## src/rtl/timer_seq.sv

```systemverilog
// timer_seq: sequencer/controller for a 16-bit programmable interval timer.
// Byte-wide register bus (reload low/high, control), prescaled TICK gating,
// periodic or one-shot terminal count, sticky interrupt.
module timer_seq #(
    parameter int unsigned WIDTH = 16,
    parameter int unsigned PS_W  = 8
) (
    input  logic             CLK,
    input  logic             RSTL,
    input  logic             WR,
    input  logic [1:0]       ADDR,
    input  logic [7:0]       DIN,
    input  logic             TICK,
    input  logic             IACK,
    output logic [WIDTH-1:0] CNT,
    output logic             RUN,
    output logic             TC,
    output logic             INT
);

    typedef enum logic [1:0] {
        S_IDLE,
        S_LOAD,
        S_RUN,
        S_DONE
    } state_t;

    state_t           state;
    state_t           state_nxt;

    logic [WIDTH-1:0] reload;
    logic [WIDTH-1:0] cnt_nxt;
    logic [PS_W-1:0]  ps;
    logic [PS_W-1:0]  ps_nxt;
    logic [PS_W-1:0]  ps_max;
    logic             oneshot_q;
    logic             ien_q;
    logic [2:0]       psel_q;
    logic             tc_nxt;
    logic             int_nxt;
    logic             ctrl_wr;
    logic             unused_din;

    // Control bits [7:6] carry no function.
    assign unused_din = ^DIN[7:6];

    assign ctrl_wr = WR && (ADDR == 2'd2);
    assign ps_max  = (PS_W'(1) << psel_q) - PS_W'(1);
    assign RUN     = (state == S_RUN);

    // State register.
    always_ff @(posedge CLK or negedge RSTL) begin
        if (!RSTL) begin
            state <= S_IDLE;
        end else begin
            state <= state_nxt;
        end
    end

    // Next state: a control write overrides everything else in its cycle.
    always_comb begin
        state_nxt = state;
        if (ctrl_wr) begin
            state_nxt = DIN[0] ? S_LOAD : S_IDLE;
        end else begin
            case (state)
                S_LOAD: state_nxt = S_RUN;
                S_RUN: begin
                    if (TICK && (ps == ps_max) && (CNT == '0) && oneshot_q) begin
                        state_nxt = S_DONE;
                    end
                end
                default: state_nxt = state;
            endcase
        end
    end

    // Counter, prescaler, terminal count and interrupt next values.
    always_comb begin
        cnt_nxt = CNT;
        ps_nxt  = ps;
        tc_nxt  = 1'b0;
        int_nxt = INT && !IACK;
        if (!ctrl_wr) begin
            if (state == S_LOAD) begin
                cnt_nxt = reload;
                ps_nxt  = '0;
            end else if ((state == S_RUN) && TICK) begin
                if (ps == ps_max) begin
                    ps_nxt = '0;
                    if (CNT != '0) begin
                        cnt_nxt = CNT - WIDTH'(1);
                    end else begin
                        tc_nxt = 1'b1;
                        // A new terminal count beats a simultaneous IACK.
                        if (ien_q) begin
                            int_nxt = 1'b1;
                        end
                        if (!oneshot_q) begin
                            cnt_nxt = reload;
                        end
                    end
                end else begin
                    ps_nxt = ps + PS_W'(1);
                end
            end
        end
    end

    // Datapath and register-bus state.
    always_ff @(posedge CLK or negedge RSTL) begin
        if (!RSTL) begin
            CNT       <= '0;
            ps        <= '0;
            reload    <= '0;
            oneshot_q <= 1'b0;
            ien_q     <= 1'b0;
            psel_q    <= '0;
            TC        <= 1'b0;
            INT       <= 1'b0;
        end else begin
            CNT <= cnt_nxt;
            ps  <= ps_nxt;
            TC  <= tc_nxt;
            INT <= int_nxt;
            if (WR && (ADDR == 2'd0)) begin
                reload[7:0] <= DIN;
            end
            if (WR && (ADDR == 2'd1)) begin
                reload[WIDTH-1 -: 8] <= DIN;
            end
            if (ctrl_wr) begin
                oneshot_q <= DIN[1];
                ien_q     <= DIN[2];
                psel_q    <= DIN[5:3];
            end
        end
    end

endmodule
```

## config.mk

```make
export PLATFORM = sky130hd
export DESIGN_NAME = timer_seq
export DESIGN_NICKNAME = d
export VERILOG_FILES = /design/src/rtl/timer_seq.sv
export SDC_FILE = /design/constraint.sdc
export NUM_CORES = 1
export LEC_CHECK = 0
export ABC_AREA = 1
export ABC_CLOCK_PERIOD_IN_PS = 2050
export BUFFER_PORTS_ARGS = -buffer_cell sky130_fd_sc_hd__buf_2
export CAP_MARGIN = 20
export CORE_ASPECT_RATIO = 0.8
export CORE_MARGIN = 3
export CORE_UTILIZATION = 50
export CTS_CLUSTER_DIAMETER = 30
export DETAILED_ROUTE_END_ITERATION = 10
export PLACE_DENSITY_LB_ADDON = 0.15
export SKIP_CTS_REPAIR_TIMING = 1
export SYNTH_ARGS = -nofsm -noshare
export SYNTH_HDL_FRONTEND = slang
export SYNTH_SLANG_ARGS = --single-unit
```

## constraint.sdc

```tcl
create_clock -name CLK -period 2.05 [get_ports CLK]
set_input_delay 0.1025 -clock CLK [delete_from_list [all_inputs] [get_ports CLK]]
set_output_delay 0.1025 -clock CLK [all_outputs]
set_load 0.005 [all_outputs]
```

Yosys cells after proc, flatten, opt, wreduce, memory -nomap -nowiden
Index checks and enable logic that the tools add are counted.
{ "totals": {"wordCells": 63, "in_bits": 15, "ff_bits": 49, "out_inout_bits": 19} }
{ "op_classes": {"bitwise": 1, "addsub": 3, "n_reduce_logical": 18, "n_eq_ne": 7, "n_shift": 1, "muxes": 23} }
{ "op_table": {"columns": ["cell", "n"], "rows": [
  ["16-bit two-way mux", 5],
  ["8-bit two-way mux", 3],
  ["16-bit zero test", 1],
  ["16-bit nonzero test", 1],
  ["16-bit by 1-bit subtractor with 16-bit output (second input constant)", 1],
  ["1-bit two-way mux", 12],
  ["8-bit by 1-bit adder with 8-bit output (second input constant)", 1],
  ["8-bit equality test", 1],
  ["1-bit logical AND", 8],
  ["1-bit by 3-bit left shift with 8-bit output (first input constant)", 1],
  ["8-bit by 2-bit subtractor with 8-bit output (second input constant)", 1],
  ["3-bit by 1-bit inequality test with 1-bit output (second input constant)", 2],
  ["2-bit by 1-bit equality test with 1-bit output (second input constant)", 2],
  ["2-bit equality test (second input constant)", 2],
  ["2-bit two-way mux", 2],
  ["2-bit case mux with 2 select lines", 1],
  ["2-bit AND reduction", 2],
  ["4-bit AND reduction", 1],
  ["2-bit nonzero test", 2],
  ["3-bit nonzero test", 1],
  ["2-bit zero test", 1],
  ["1-bit zero test", 1],
  ["1-bit NOT", 1]
]} }

Longest topological paths before layout
Gate-level depths: netlist of the first run.
{ "logic_depth": {"depth_word": 9, "depth_mapped": 13, "depth_no_buf": 12} }

Least setup slack after synthesis of the first run
No wires, ideal clock.
{ "synth_timing": {"path_type": "reg2reg", "from": "register psel_q[2]", "to": "register CNT[9]", "setup_slack_ns": 0.482, "period_less_slack_ns": 1.568, "setup_time_ns": 0.123, "path_buffers": 2, "stages_incl_launch_ff": 13, "required_time_ns": 1.927, "t_arrival_ns": 1.445, "path_cell_list": "dfrtp_1 buf_6 nor2_2 nor2_1 nor2_1 nand2_1 nor2_2 nand2_2 nand2_2 nand2_2 buf_6 nand2_1 o21ai_2"} }
{ "synth_between": {"elab_chain_len": 5} }
{ "synth_lines": {"columns": ["element", "line_no", "source"], "rows": [
  ["from (decl)", "38", "logic [2:0] psel_q;"],
  ["from (signal assigned)", "135", "psel_q <= DIN[5:3];"],
  ["1-bit by 3-bit left shift with 8-bit output", "48", "assign ps_max = (PS_W'(1) << psel_q) - PS_W'(1);"],
  ["8-bit by 2-bit subtractor with 8-bit output", "48", null],
  ["8-bit equality test", "89", "if (ps == ps_max) begin"],
  ["2-bit nonzero test (no source line)", null, null],
  ["4-bit AND reduction (no source line)", null, null],
  ["to (signal assigned)", "122", "CNT <= cnt_nxt;"],
  ["to (decl)", "15", "output logic [WIDTH-1:0] CNT,"]
]} }
Every way passes these cells.
A chain may end at the register's enable or synchronous reset.

Final worst setup path of the first run
{ "layout_timing": {"from": "register CNT[6]", "to": "register CNT[13]"} }
{ "layout_between": {"elab_chain_len": 5, "word_cells_on_any_way": 8, "cone_classes": "add/sub: 1; eq/ne: 1; mux: 4; reduce/logical: 2"} }
{ "layout_lines": {"columns": ["element", "line_no", "source"], "rows": [
  ["16-bit by 1-bit subtractor with 16-bit output or 16-bit nonzero test (tied branches)", "92, 91", null],
  ["16-bit two-way mux", "91", "if (CNT != '0) begin"],
  ["16-bit two-way mux", "89", null],
  ["16-bit two-way mux", "88", "end else if ((state == S_RUN) && TICK) begin"],
  ["16-bit two-way mux", "85", "if (state == S_LOAD) begin"]
]} }
Parallel ways exist; a longest one is shown, timed or not. The select of a mux whose other input is x is not followed.

==> results of run 1 <==
cell usage in the layout (no fill, tap or decap), drive strengths merged, types with 5 or more instances in the layout:
master  netlist  final
buf           6     43
clkbuf        3      5
dfrtp        49     49
inv          46     47
nand2       140    140
nand3        23     23
nand4        10     10
nor2         45     45
o21ai        39     39
xnor2         5      5
xor2          8      8
final cells by class:
class / instances / area [µm²]
clock buffers: 5 / 68.8
clock inverters: 3 / 28.8
fillers: 484 / 1990
inverters: 47 / 180
multi-input cells: 285 / 1350
flip-flops and latches: 49 / 1230
well taps: 75 / 93.8
repair buffers: 45 / 264
repair inverters: 1 / 7.51
Yosys cell counts (4+ instances only):
library cell	number
dfrtp_1	49
inv_1	44
nand2_1	136
nand2_2	4
nand3_1	23
nand4_1	10
nor2_1	41
nor2_2	4
nor3_1	4
o21ai_0	34
o21ai_2	4
xnor2_1	5
xor2_1	8
flip-flops by register name (all words and copies together), names as in the netlist:
| signal | flops |
|---|---|
| CNT | 16 |
| reload | 16 |
| ps | 8 |
| psel_q | 3 |
| state | 2 |
| INT | 1 |
| TC | 1 |
| ien_q | 1 |
| oneshot_q | 1 |
worst max-delay path by stage:
| stage | start | to | slack [ns] | cells past startpoint |
|---|---|---|---|---|
| floorplan | psel_q[2]$_DFFE_PN0P_ | CNT[9]$_DFFE_PN0P_ | 0.48 | 12 |
| global placement | psel_q[2]$_DFFE_PN0P_ | CNT[9]$_DFFE_PN0P_ | 0.13 | 12 |
| detailed placement | psel_q[2]$_DFFE_PN0P_ | CNT[9]$_DFFE_PN0P_ | 0.08 | 12 |
| CTS | psel_q[2]$_DFFE_PN0P_ | CNT[9]$_DFFE_PN0P_ | 0.06 | 12 |
| global route | CNT[6]$_DFFE_PN0P_ | CNT[13]$_DFFE_PN0P_ | 0.02 | 10 |
| finish | CNT[6]$_DFFE_PN0P_ | CNT[13]$_DFFE_PN0P_ | 0.21 | 10 |
per-layer routing:
layer	wire (µm)	vias up	track usage (%)
li1	-	1318	-
met1	3330	1198	33.8
met2	2850	86	31.7
met3	507	6	3.71
met4	46	0	4.76
met5	0	-	0
metrics by stage:
stage | setup slack (ns) | hold slack, ns | total power [mW] | instances
global route | 0.0213 | 0.0317 | 4.53 | 510
floorplan | 0.482 | -0.193 | 2.88 | 390
finish | 0.209 | 0.0184 | 4.13 | 510
CTS | 0.0565 | -0.329 | 4.07 | 507
detailed placement | 0.0812 | 0.00857 | 3.45 | 499
global placement | 0.130 | 0.00472 | 3.43 | 499
kinds of logic (layout without fill, tap and decap cells):
| logic type | Yosys count | after routing |
|---|---|---|
| buffers and inverters | 56 | 101 |
| AO/OA/AOI/OAI | 43 | 43 |
| flip-flops | 49 | 49 |
| adder cells (fa/ha/maj) | 3 | 3 |
| XOR/XNOR | 13 | 13 |
| AND/OR/NAND/NOR | 226 | 226 |
power groups by stage:
stage	Clock, mW	Combinational (mW)	Sequential (mW)
after global routing	0.666	2.29	1.57
after floorplan	0	1.40	1.48
after global placement	0	1.90	1.52
final	0.613	1.99	1.52
after CTS	0.627	1.93	1.51
after detailed placement	0	1.92	1.53
worst max-delay path, stage by stage, from the launching register on:
cell        delay, ns
dfrtp_1          0.44
nor2_1           0.19
nand2_1          0.14
nor2_1           0.12
nand2_1          0.11
nand2_2          0.20
clkinvlp_4       0.22
nand2_1          0.09
o21ai_0          0.09
nand2_1          0.09
nand2_1          0.05
==> out/qor.txt, run 1 <==
Status: completed
Row cnt: 23
Crit path DAT: 2.04 ns
N_diodes: 0
Wire per inst: 13.2 µm
RSZ-0062 raised after global routing: false
Port Buffers: 33
Post-synth top area share: 43.7%
Synthesized area: 0.00280 mm²
RR Startpoint: CNT[6]$_DFFE_PN0P_
Sequential share of power: 36.9%
Main combinational cell family by area after synthesis: simple AND/OR/NAND/NOR gates
Tightest Hold Check Type: input port to register
Fin. Hold Viols: 0
Syn_nets: 408
CP Launch Type: register
Core Region: 0.00521 mm²
Hpwl dp: 5.16 mm
Crit end category: register
Post-synthesis compound-gate area fraction: 8.70%
Combinational power share: 48.3%
Synth Flop Type: dfrtp_1
Final net count: 452
Clk sink count: 49
Reg2reg setup slack: 0.21 ns
FMAX: 543 MHz
Distinct cells, synth: 26
Final setup viols: 0
Max_slew headroom: 67.1%
Fin util: 61.8%
Initial antenna violation count: 0
Worst r2r dst: CNT[13]$_DFFE_PN0P_
Period utilization: 89.8%
Syn_area_per_cell: 7.19 µm²
Leakage: 1.71 nW
Post-synth top area cell: dfrtp_1
DIE HEIGHT: 73.0 µm
Num ports: 34
Antenna-violating nets left: 0
Post-route design area: 0.00322 mm²
Worst Hold Depth: 3
Layout cells sized above 1: 16.6%
Post-synth EDFFs: 0
CTS tree: built
PwrDens: 1280 mW/mm²
YS warnings: 0
Setup TNS: 0 ns
Largest cells by area after synthesis: dfrtp_1 (44%), nand2_1 (18%), o21ai_0 (6.1%)
Tightest Pin Transition: 0.492 ns
Die Wd: 89.7 µm
Worst Path Max Fanout: 8
Area grow syn2layout: 14.8%
Largest net degree at the start of global routing: 21
Worst Skew: 0.00771 ns
Global-route wire length before repair: 11.4 mm
Total gr overflow: 0
Seq/Total Area, Yosys: 43.7%
Vias per inst: 5.11
Fin. max-slew vios: 0
Hold Crit Endpoint: psel_q[0]$_DFFE_PN0P_
Multiplexer share of the synthesized area: 0%
Total Routing Usage GR: 21.7%
Sw Ratio: 45.6%
Longest Clk Path Bufs: 2
Die area: 0.00655 mm²
Vias in the first global route: 2368
DR vias: 2608
Max_cap viols: 0
Total CTS buffers: 5
First-pass DRT Iterations: 4
Reg2reg path depth: 10
Final Wtd Congestion: 0.927
Int Power: 2.24 mW
Peak supply drop: 600 µV
Fin crit period: 1.84 ns
Routed WL: 6.73 mm
Net Sw Power: 1.88 mW
H-tree depth: 2
Initial Utilization: 53.8%
Fraction of registers with async set or reset after synthesis: 100%
Remaining DRCs: 0
Clock power frac: 14.9%
HP Start: DIN[3]
Simple-gate share of the synthesized area: 33.6%
Placed Area: 0.00307 mm²
DR iter-0 viols: 211
Clk_lat worst skew: 0.31 ns
Yosys reg bits: 49
Worst path required time: 2.25 ns
Synth Area in XOR/XNOR: 4.06%
Syn Inst Count: 390
Clk root buf: clkbuf_8
Critical path class: register to register
Adder-cell share of the synthesized area: 1.34%
CTS clk-pin slew, worst paths: 0.10 ns
Note: power is estimated with default switching activity, not from simulation.
==> run 2: changes to the inputs <==
Settings changed: BUFFER_PORTS_ARGS -buffer_cell sky130_fd_sc_hd__buf_2 to not set, CORE_UTILIZATION 50 to 30, DONT_BUFFER_PORTS set to 1.
==> out/qor.txt, run 2 (synthesis gave the netlist of run 1 again) <==
Status: finished with violations
Failing checks: hold timing
Biggest regs: CNT: 16 flops, reload: 16 flops, ps: 8 flops
Total power: 4.51 mW (+9.3%)
CTS tree: built
Placed Area: 0.00298 mm² (-2.9%)
Clk root buf: clkbuf_16
Layout cells sized above 1: 9.49% (-7.1 points)
RR Startpoint: CNT[0]$_DFFE_PN0P_
Antenna-violating nets left: 0 (unchanged)
Post-route design area: 0.00327 mm² (+1.7%)
Reg2reg setup slack: 0.27 ns (+0.06 ns)
GR Layer Usage met2: 19.6% (-12 points)
Critical path class: register to register
PwrDens: 1380 mW/mm² (+7.5%)
Total Routing Usage GR: 14.9% (-6.8 points)
N_diodes: 0 (unchanged)
Met3 Use GR: 3.53% (-0.18 points)
Area of the multi-input gates: 0.00134 mm² (-0.74%)
DR iter-0 viols: 136 (-36%)
FMAX: 562 MHz (+3.4%)
CTS clk-pin slew, worst paths: 0.07 ns (-0.03 ns)
Total gr overflow: 0 (unchanged)
Final Wtd Congestion: 0.850 (-8.3%)
Crit path DAT: 1.96 ns (-0.08 ns)
Final net count: 428 (-5.3%)
Reg2reg path depth: 10 (unchanged)
Worst path required time: 2.23 ns (-0.02 ns)
H-tree depth: 2 (unchanged)
Fin. Hold Viols: 4 (+4)
Top Usage Layer GRT: met1
Port Buffers: 0 (-100%)
First-pass DRT Iterations: 5 (+1)
Initial Utilization: 31.9% (-22 points)
Fin. max-slew vios: 0 (unchanged)
HP Start: DIN[6]
DIE HEIGHT: 92.5 µm (+27%)
Hpwl dp: 5.59 mm (+8.4%)
Largest net degree at the start of global routing: 50 (+140%)
Worst Setup SP: CNT[0]$_DFFE_PN0P_
Final setup viols: 0 (unchanged)
Peak supply drop: 499 µV (-17%)
Period utilization: 86.9% (-2.9 points)
RSZ-0062 raised after global routing: false
Leakage: 1.65 nW (-3.6%)
Clk sink count: 49 (unchanged)
Setup TNS: 0 ns (unchanged)
Clk_lat worst skew: 0.29 ns (-0.02 ns)
Worst Path Max Fanout: 13 (+5)
Longest Clk Path Bufs: 2 (unchanged)
Area grow syn2layout: 16.7%
FF/Latch Area: 0.00123 mm² (-0.10%)
Core Region: 0.00878 mm² (+69%)
Num ports: 34 (unchanged)
Routed WL: 7.29 mm (+8.3%)
Hold WS: -0.0109 ns (-0.0293 ns)
Worst Hold Depth: 2 (-1)
DR vias: 2433 (-6.7%)
CP Launch Type: register
Max_cap viols: 0 (unchanged)
# fillers: 965 (+99%)
Met1 demand-to-capacity share in global routing: 23.8% (-9.9 points)
Fin crit period: 1.78 ns (-0.0601 ns)
Wire per inst: 13.9 µm (+5.6%)
Tightest Pin Transition: 0.548 ns (+0.0554 ns)
Hold Crit Endpoint: reload[6]$_DFFE_PN0P_
Die Wd: 114 µm (+27%)
Tightest Hold Check Type: input port to register
Max_slew headroom: 63.4% (-3.7 points)
Crit end category: register
Total CTS buffers: 5 (unchanged)
Worst r2r dst: CNT[11]$_DFFE_PN0P_
Die area: 0.0105 mm² (+61%)
Remaining DRCs: 0 (unchanged)
Most frequent cells in the layout: nand2_1 (136), dfrtp_1 (48), inv_1 (44)
Initial antenna violation count: 0 (unchanged)
Worst Skew: 0.00703 ns (-0.000682 ns)
Vias in the first global route: 2336 (-1.4%)
Row cnt: 30 (+30%)
Fin util: 37.3% (-25 points)
Commonest non-fill, non-tap cell in the layout: nand2_1
Vias per inst: 4.65 (-9.0%)
Global-route wire length before repair: 12.4 mm (+8.3%)
run 2: metal layers:
metal / routed length (µm) / part of all wire (%)
met5: 0 / 0
met3: 354 / 4.9
met1: 4090 / 56
met2: 2760 / 38
met4: 85 / 1.2
run 2: worst max-delay path by stage:
| stage | endpoint | cells past startpoint | slack [ns] |
|---|---|---|---|
| floorplan | CNT[9]$_DFFE_PN0P_ | 12 | 0.48 |
| global placement | CNT[12]$_DFFE_PN0P_ | 12 | 0.20 |
| CTS | CNT[12]$_DFFE_PN0P_ | 12 | 0.19 |
| detailed placement | CNT[12]$_DFFE_PN0P_ | 12 | 0.21 |
| finish | CNT[11]$_DFFE_PN0P_ | 10 | 0.27 |
| global route | CNT[14]$_DFFE_PN0P_ | 11 | 0.04 |
run 2: metrics by stage:
stage | setup WS, ns | cells
after global placement | 0.198 | 507
after detailed placement | 0.208 | 507
after global routing | 0.0409 | 523
final | 0.269 | 523
after floorplan | 0.482 | 390
after CTS | 0.186 | 515
run 2: report_power, final:
group / internal [mW] / total, mW / switching (mW)
sequential: 1.23 / 1.52 / 0.288
clock: 0.697 / 1.07 / 0.374
combinational: 0.723 / 1.92 / 1.20
total: 2.65 / 4.51 / 1.86
run 2: critical path, cell delays in order, from the launching register on:
cell,delay [ns]
dfrtp_1,0.41
inv_1,0.09
ha_1,0.22
nand3_1,0.09
nor2_1,0.04
nand2_1,0.10
nand2_1,0.08
inv_1,0.31
nand3_1,0.14
nand4_1,0.13
nand2_1,0.06
run 2: area by class of cell:
type                            instances  area share (%)
Multi-Input combinational cell        285            40.8
Sequential cell                        49            37.5
Timing Repair Buffer                   22            6.19
Inverter                               47            5.39
Tap cell                              112            4.28
Clock buffer                            5            3.82
Clock inverter                          3            1.99
